<file path="src/rtl/pll_pkg.sv">
// Shared constants and enumerations for the all-digital PLL loop controller.
// Widths here are the defaults; the top level may override them by parameter.
package pll_pkg;

  localparam int CODE_W    = 5;
  localparam int CODE_INIT = 2 ** (CODE_W - 1);
  localparam int STEP_INIT = 2 ** (CODE_W - 2);
  localparam int CODE_MAX  = 2 ** CODE_W - 1;

  typedef enum logic [1:0] {
    NONE = 2'd0,
    UP   = 2'd1,
    DOWN = 2'd2
  } dir_e;

  typedef enum logic {
    SEARCH = 1'b0,
    LOCKED = 1'b1
  } lock_state_e;

endpackage

</file>
<file path="src/rtl/code_sat_step.sv">
// Saturating add/subtract of a step to the DCO code.
// Purely combinational.
module code_sat_step #(
  parameter int CODE_W = 5
) (
  input  logic [CODE_W-1:0] code,
  input  logic [CODE_W-1:0] step,
  input  logic              up,
  output logic [CODE_W-1:0] code_next
);

  logic [CODE_W:0] sum;
  logic [CODE_W:0] diff;

  // NOTE: every combinational output gets a value on every path, so no latch is inferred.
  always_comb begin
    sum  = {1'b0, code} + {1'b0, step};
    diff = {1'b0, code} - {1'b0, step};
    code_next = code;
    if (up) begin
      code_next = sum[CODE_W] ? '1 : sum[CODE_W-1:0];
    end else begin
      code_next = diff[CODE_W] ? '0 : diff[CODE_W-1:0];
    end
  end

endmodule

</file>
<file path="src/rtl/pll_controller.sv">
// Digital loop controller: binary-search frequency acquisition, then +/-1
// phase tracking. PFD direction is captured on the falling edge of phase_clk.
module pll_controller
  import pll_pkg::*;
#(
  parameter int CODE_W    = pll_pkg::CODE_W,
  parameter int CODE_INIT = 2 ** (CODE_W - 1),
  parameter int STEP_INIT = 2 ** (CODE_W - 2)
) (
  input  logic              phase_clk,
  input  logic              reset,
  input  logic              p_up,
  input  logic              p_down,
  output logic [CODE_W-1:0] dco_code,
  output logic              freq_lock,
  output logic              polarity
);

  localparam logic [CODE_W-1:0] STEP_ONE = CODE_W'(1);

  dir_e              evt;
  lock_state_e       state;
  lock_state_e       state_next;
  logic [CODE_W-1:0] step;
  logic [CODE_W-1:0] step_eff;
  logic [CODE_W-1:0] code_next;
  logic              first_evt;
  logic              is_move;
  logic              move_up;
  logic              reversal;
  logic              lock_set;

  // The PFD pulse is still low at the falling edge, so that is where it is sampled.
  always_ff @(negedge phase_clk) begin
    if (reset) begin
      evt <= NONE;
    end else begin
      unique case ({p_up, p_down})
        2'b01:   evt <= UP;
        2'b10:   evt <= DOWN;
        default: evt <= NONE;
      endcase
    end
  end

  assign is_move  = (evt != NONE);
  assign move_up  = (evt == UP);
  assign reversal = is_move && !first_evt && (move_up != polarity);
  assign lock_set = (state == SEARCH) && reversal && (step == STEP_ONE);

  always_comb begin
    step_eff = step;
    if (state == LOCKED) begin
      step_eff = STEP_ONE;
    end else if (reversal && step != STEP_ONE) begin
      step_eff = step >> 1;
    end
  end

  code_sat_step #(.CODE_W(CODE_W)) u_sat (
    .code      (dco_code),
    .step      (step_eff),
    .up        (move_up),
    .code_next (code_next)
  );

  // NOTE: sequential state uses non-blocking assignments so all registers update together.
  always_ff @(posedge phase_clk) begin
    if (reset) begin
      dco_code  <= CODE_W'(CODE_INIT);
      step      <= CODE_W'(STEP_INIT);
      polarity  <= 1'b0;
      first_evt <= 1'b1;
    end else if (is_move) begin
      dco_code  <= code_next;
      step      <= step_eff;
      polarity  <= move_up;
      first_evt <= 1'b0;
    end
  end

  always_ff @(posedge phase_clk) begin
    if (reset) state <= SEARCH;
    else       state <= state_next;
  end

  always_comb begin
    state_next = state;
    unique case (state)
      SEARCH:  if (lock_set) state_next = LOCKED;
      LOCKED:  state_next = LOCKED;
      default: state_next = SEARCH;
    endcase
  end

  always_comb begin
    freq_lock = (state == LOCKED);
  end

endmodule

</file>
<file path="config.mk">
export PLATFORM = sky130hd
export DESIGN_NAME = pll_controller
export DESIGN_NICKNAME = d
export VERILOG_FILES = /design/src/rtl/pll_pkg.sv /design/src/rtl/code_sat_step.sv /design/src/rtl/pll_controller.sv
export SDC_FILE = /design/constraint.sdc
export NUM_CORES = 1
export LEC_CHECK = 0
export ABC_AREA = 0
export CORE_MARGIN = 8
export CORE_UTILIZATION = 50
export CTS_BUF_LIST = sky130_fd_sc_hd__clkbuf_8 sky130_fd_sc_hd__clkbuf_16
export DETAILED_ROUTE_END_ITERATION = 10
export PLACE_DENSITY = 0.74
export SETUP_SLACK_MARGIN = 0.1
export SLEW_MARGIN = 20
export SYNTH_ARGS = -nofsm -noshare
export SYNTH_HDL_FRONTEND = slang
export SYNTH_SLANG_ARGS = --single-unit
</file>
<file path="constraint.sdc">
create_clock -name phase_clk -period 2.9 [get_ports phase_clk]
set_input_delay 0.87 -clock phase_clk [delete_from_list [all_inputs] [get_ports phase_clk]]
set_output_delay 0.87 -clock phase_clk [all_outputs]
set_load 0.03 [all_outputs]
</file>
# Word-level counts from Yosys, hierarchy flattened
# Cells that the tools add are included.
dict set report classes {
  addsub 2
  eq_ne 6
  n_mux 8
  bitwise_logic 1
  n_reduce_logical 7
}
# cell n
set op_table {}
lappend op_table {{two-way mux 5 bit} 5}
lappend op_table {{adder 5 x 5 -> 6 bit} 1}
lappend op_table {{subtractor 5 x 5 -> 6 bit} 1}
lappend op_table {{equality test 5 x 1 -> 1 bit, second input constant} 1}
lappend op_table {{logical AND 1 bit} 5}
lappend op_table {{!= test 5 x 1 -> 1 bit, second input constant} 1}
lappend op_table {{equality test 2 x 1 -> 1 bit, second input constant} 2}
lappend op_table {{one-hot mux 2 bit (2 select lines)} 1}
lappend op_table {{equality test 2 bit, second input constant} 1}
lappend op_table {{one-hot mux 1 bit (2 select lines)} 1}
lappend op_table {{nonzero test 2 bit} 1}
lappend op_table {{zero test 1 bit} 1}
lappend op_table {{two-way mux 1 bit} 1}
lappend op_table {{!= test 1 bit} 1}
lappend op_table {{NOT 1 bit} 1}
dict set report totals {
  reg_bits 15
  elab_cells 30
}

# Depth between registers and ports, before layout
# Gate-level depths: netlist of run 1.
dict set report depth {
  ltp_word 9
  mapped_depth 12
  depth_no_buf 11
}

# By module
# From an unflattened synthesis of run 1, not the netlist that was laid out.
dict set report unflattened {
  cells_unflattened 153
  hier_area_um2 1202.4
}
# mod n_inst cells_each area_each_um2
set by_module_without_submodules {}
lappend by_module_without_submodules {pll_controller 1 84 695.7}
lappend by_module_without_submodules {code_sat_step 1 69 506.7}

==> out/metrics.cfg, run 1 <==
[logic_synthesis]
yosysMostFrequentCell=nor2_1
ys_top_cells_by_count=nor2_1 (16), dfxtp_1 (15), ha_1 (11), inv_1 (11), a21oi_1 (8)
synth_seq_cells=15
yosys-top-cells-area=dfxtp_1 (28%), ha_1 (13%), nor2_1 (5.5%), mux2i_1 (4.6%), inv_1 (3.8%)
yosysTopAreaCell=dfxtp_1
synth_top_area_share_pct=27.7
yosysWarnings=0
syn_nets=145
synth_seq_area_share_pct=27.7
syn_avg_cell_area_um2=8.46
netlist_area_um2=1080
synthArstFlopShare_pct=0
ys.flop_type=dfxtp_1
synth_edf_count=0
yosysUniqueCellTypes=35
synth_cells=128

[flow_run]
drv_cap=0

[critical_path]
cp_data_arrival_time_ps=4400
cp.required_ps=3100
end_kind=flop
cp-start-kind=flop
critPathMaxFanout=3
crit_type=flop to flop

[timing]
skew_ps=60.6
worstMarginPinSlew_ps=370
max_slew_margin_pct=75.2
timing.final.max_slew_violations=0
rsz0062_at_grt=true
hold_ws_ps=514
hold_viol_final=0
finalSetupViolCount=9
worst_slack_ps=-1300

[place]
dp_slack_ps=-1300
numPlacedInstances=175
post-dp-hpwl_um=2060
placed_area_um2=1320
io_buffers=10
place.gp.congestion=0.946

[drt]
post_drt_wl_per_cell_um=15.3
first_pass_iters=4
drc_errors=0
dr_total_vias=1013
wl_um=2780
first_iter_violations=19
ant_nets=0
viasPerCell=5.57

[cts]
clk_pin_slew_ps=70
postCtsHoldBufs=0
cts_buffers=3
clkSinkCount=15
root_buffer=clkbuf_8
insertion_delay_ps=310
cts_buffer_depth=2
cts_tree=built
cts-htree-levels=1

[final_layout]
stdcell_count=182
area_growth_pct=36.4
insertedDiodeCount=0
layout-drive-gt1-share_pct=27.3
nets=172
fin_area_um2=1480
final_util_pct=69.4

[power_and_ir_drop]
ir_worst_vdd_v=0.000327
p_leak_nw=0.628
p_per_area_nw_per_um2=450

[global_routing]
grt_pass1_wl_um=4650
grt_max_degree=14
track_usage_pct=14.4
overflow=0
grt_pass1_vias=1016
antenna_found_initial=0

[floorplanning]
dieArea_um2=3910
die_w_um=62.5
io-pin-count=11
dieHeight_um=62.5
rows=17
initial_core_util_pct=50.9
core-area_um2=2130

[hold_path]
hp-class=flop to flop

[run_status]
failed_checks=setup timing
status=finished with violations

[flip-flops by register name, indices dropped and copies added (netlist names)]
name	count
dco_code	5
step	5
evt	2
first_evt	1
freq_lock	1
polarity	1
[final cells by class]
cell class | instances | area, µm²
inverters | 10 | 37.5
flip-flops and latches | 15 | 302
clock inverters | 3 | 37.5
multi-input cells | 98 | 811
well taps | 28 | 35.0
repair buffers | 25 | 213
clock buffers | 3 | 41.3
fillers | 176 | 651
[through the flow]
step / power, W / setup TNS [ps]
2_1_floorplan: 0.000327 / -6800
3_3_place_gp: 0.000377 / -6480
3_5_place_dp: 0.000381 / -7130
4_1_cts: 0.000664 / -6670
5_1_grt: 0.000693 / -7930
6_report: 0.000664 / -6620
[routing by layer]
metal,GRT usage [%],wire [µm],part of all wire [%],up-vias
met5,0,0,0,-
met4,5.13,33,1.2,0
met3,4.48,123,4.4,6
met2,25.4,1440,52,17
met1,15.9,1180,42,486
li1,-,-,-,504
[timing repair]
item	in CTS	in global routing
setup buffers	1	2
pin swaps	7	5
setup endpoints to repair	10	11
resized for setup	9	5
[kinds of logic after synthesis]
| family | Yosys count | synth area share (%) |
|---|---|---|
| AND/OR/NAND/NOR | 43 | 21.3 |
| XOR/XNOR | 3 | 2.43 |
| adder cells (fa/ha/maj) | 13 | 16.4 |
| AO/OA/AOI/OAI | 34 | 21.6 |
| multiplexers | 5 | 4.62 |
| flip-flops | 15 | 27.7 |
| buffers and inverters | 15 | 5.90 |
[power breakdown]
group | leakage (nW) | switching (W) | internal [W]
clock | 0.0464 | 0.0000863 | 0.000188
combinational | 0.459 | 0.0000850 | 0.0000770
sequential | 0.123 | 0.0000121 | 0.000216
[path summary, 6_finish.rpt]
check | start | to | slack [ps] | cells past startpoint
worst min-delay path | first_evt | first_evt | 510 | 1
worst max register to register | evt[0] | dco_code[4] | -1300 | 11
worst min register to register | first_evt | first_evt | 510 | 1
worst max-delay path | evt[0] | dco_code[4] | -1300 | 11
[cell usage in the layout, fill, tap and decap left out, types with 3 or more instances in the layout]
cell type	count
ha_1	8
inv_1	12
a21oi_2	4
clkdlybuf4s50_1	10
nand2_1	3
nor2_1	16
o21ai_0	3
a31oi_1	4
buf_4	15
or2_2	4
o21a_1	4
dfxtp_1	14
clkbuf_8	3
nand2b_1	3
o21ai_1	3
mux2i_1	5
a21oi_1	4
[critical path, cell delays in order, from the launching register on]
cell and delay, ps:
dfxtp_2 310, or3b_4 380, a21oi_4 140, nand2b_1 100
a221o_1 350, ha_2 200, fa_2 380, a21oi_2 150
o21ai_1 90, xor2_1 160, a211o_1 280, nand3_1 100
Power figures use the tool's default switching activity.
==> run 2, diff against run 1 <==
--- a/config.mk
+++ b/config.mk
@@ -10,6 +10,7 @@
 export CORE_UTILIZATION = 50
 export CTS_BUF_LIST = sky130_fd_sc_hd__clkbuf_8 sky130_fd_sc_hd__clkbuf_16
 export DETAILED_ROUTE_END_ITERATION = 10
+export HOLD_SLACK_MARGIN = 0.02
 export PLACE_DENSITY = 0.74
 export SETUP_SLACK_MARGIN = 0.1
 export SLEW_MARGIN = 20
==> results of run 2 <==
The final DEF is identical to that of run 1; final timing and power are the same.
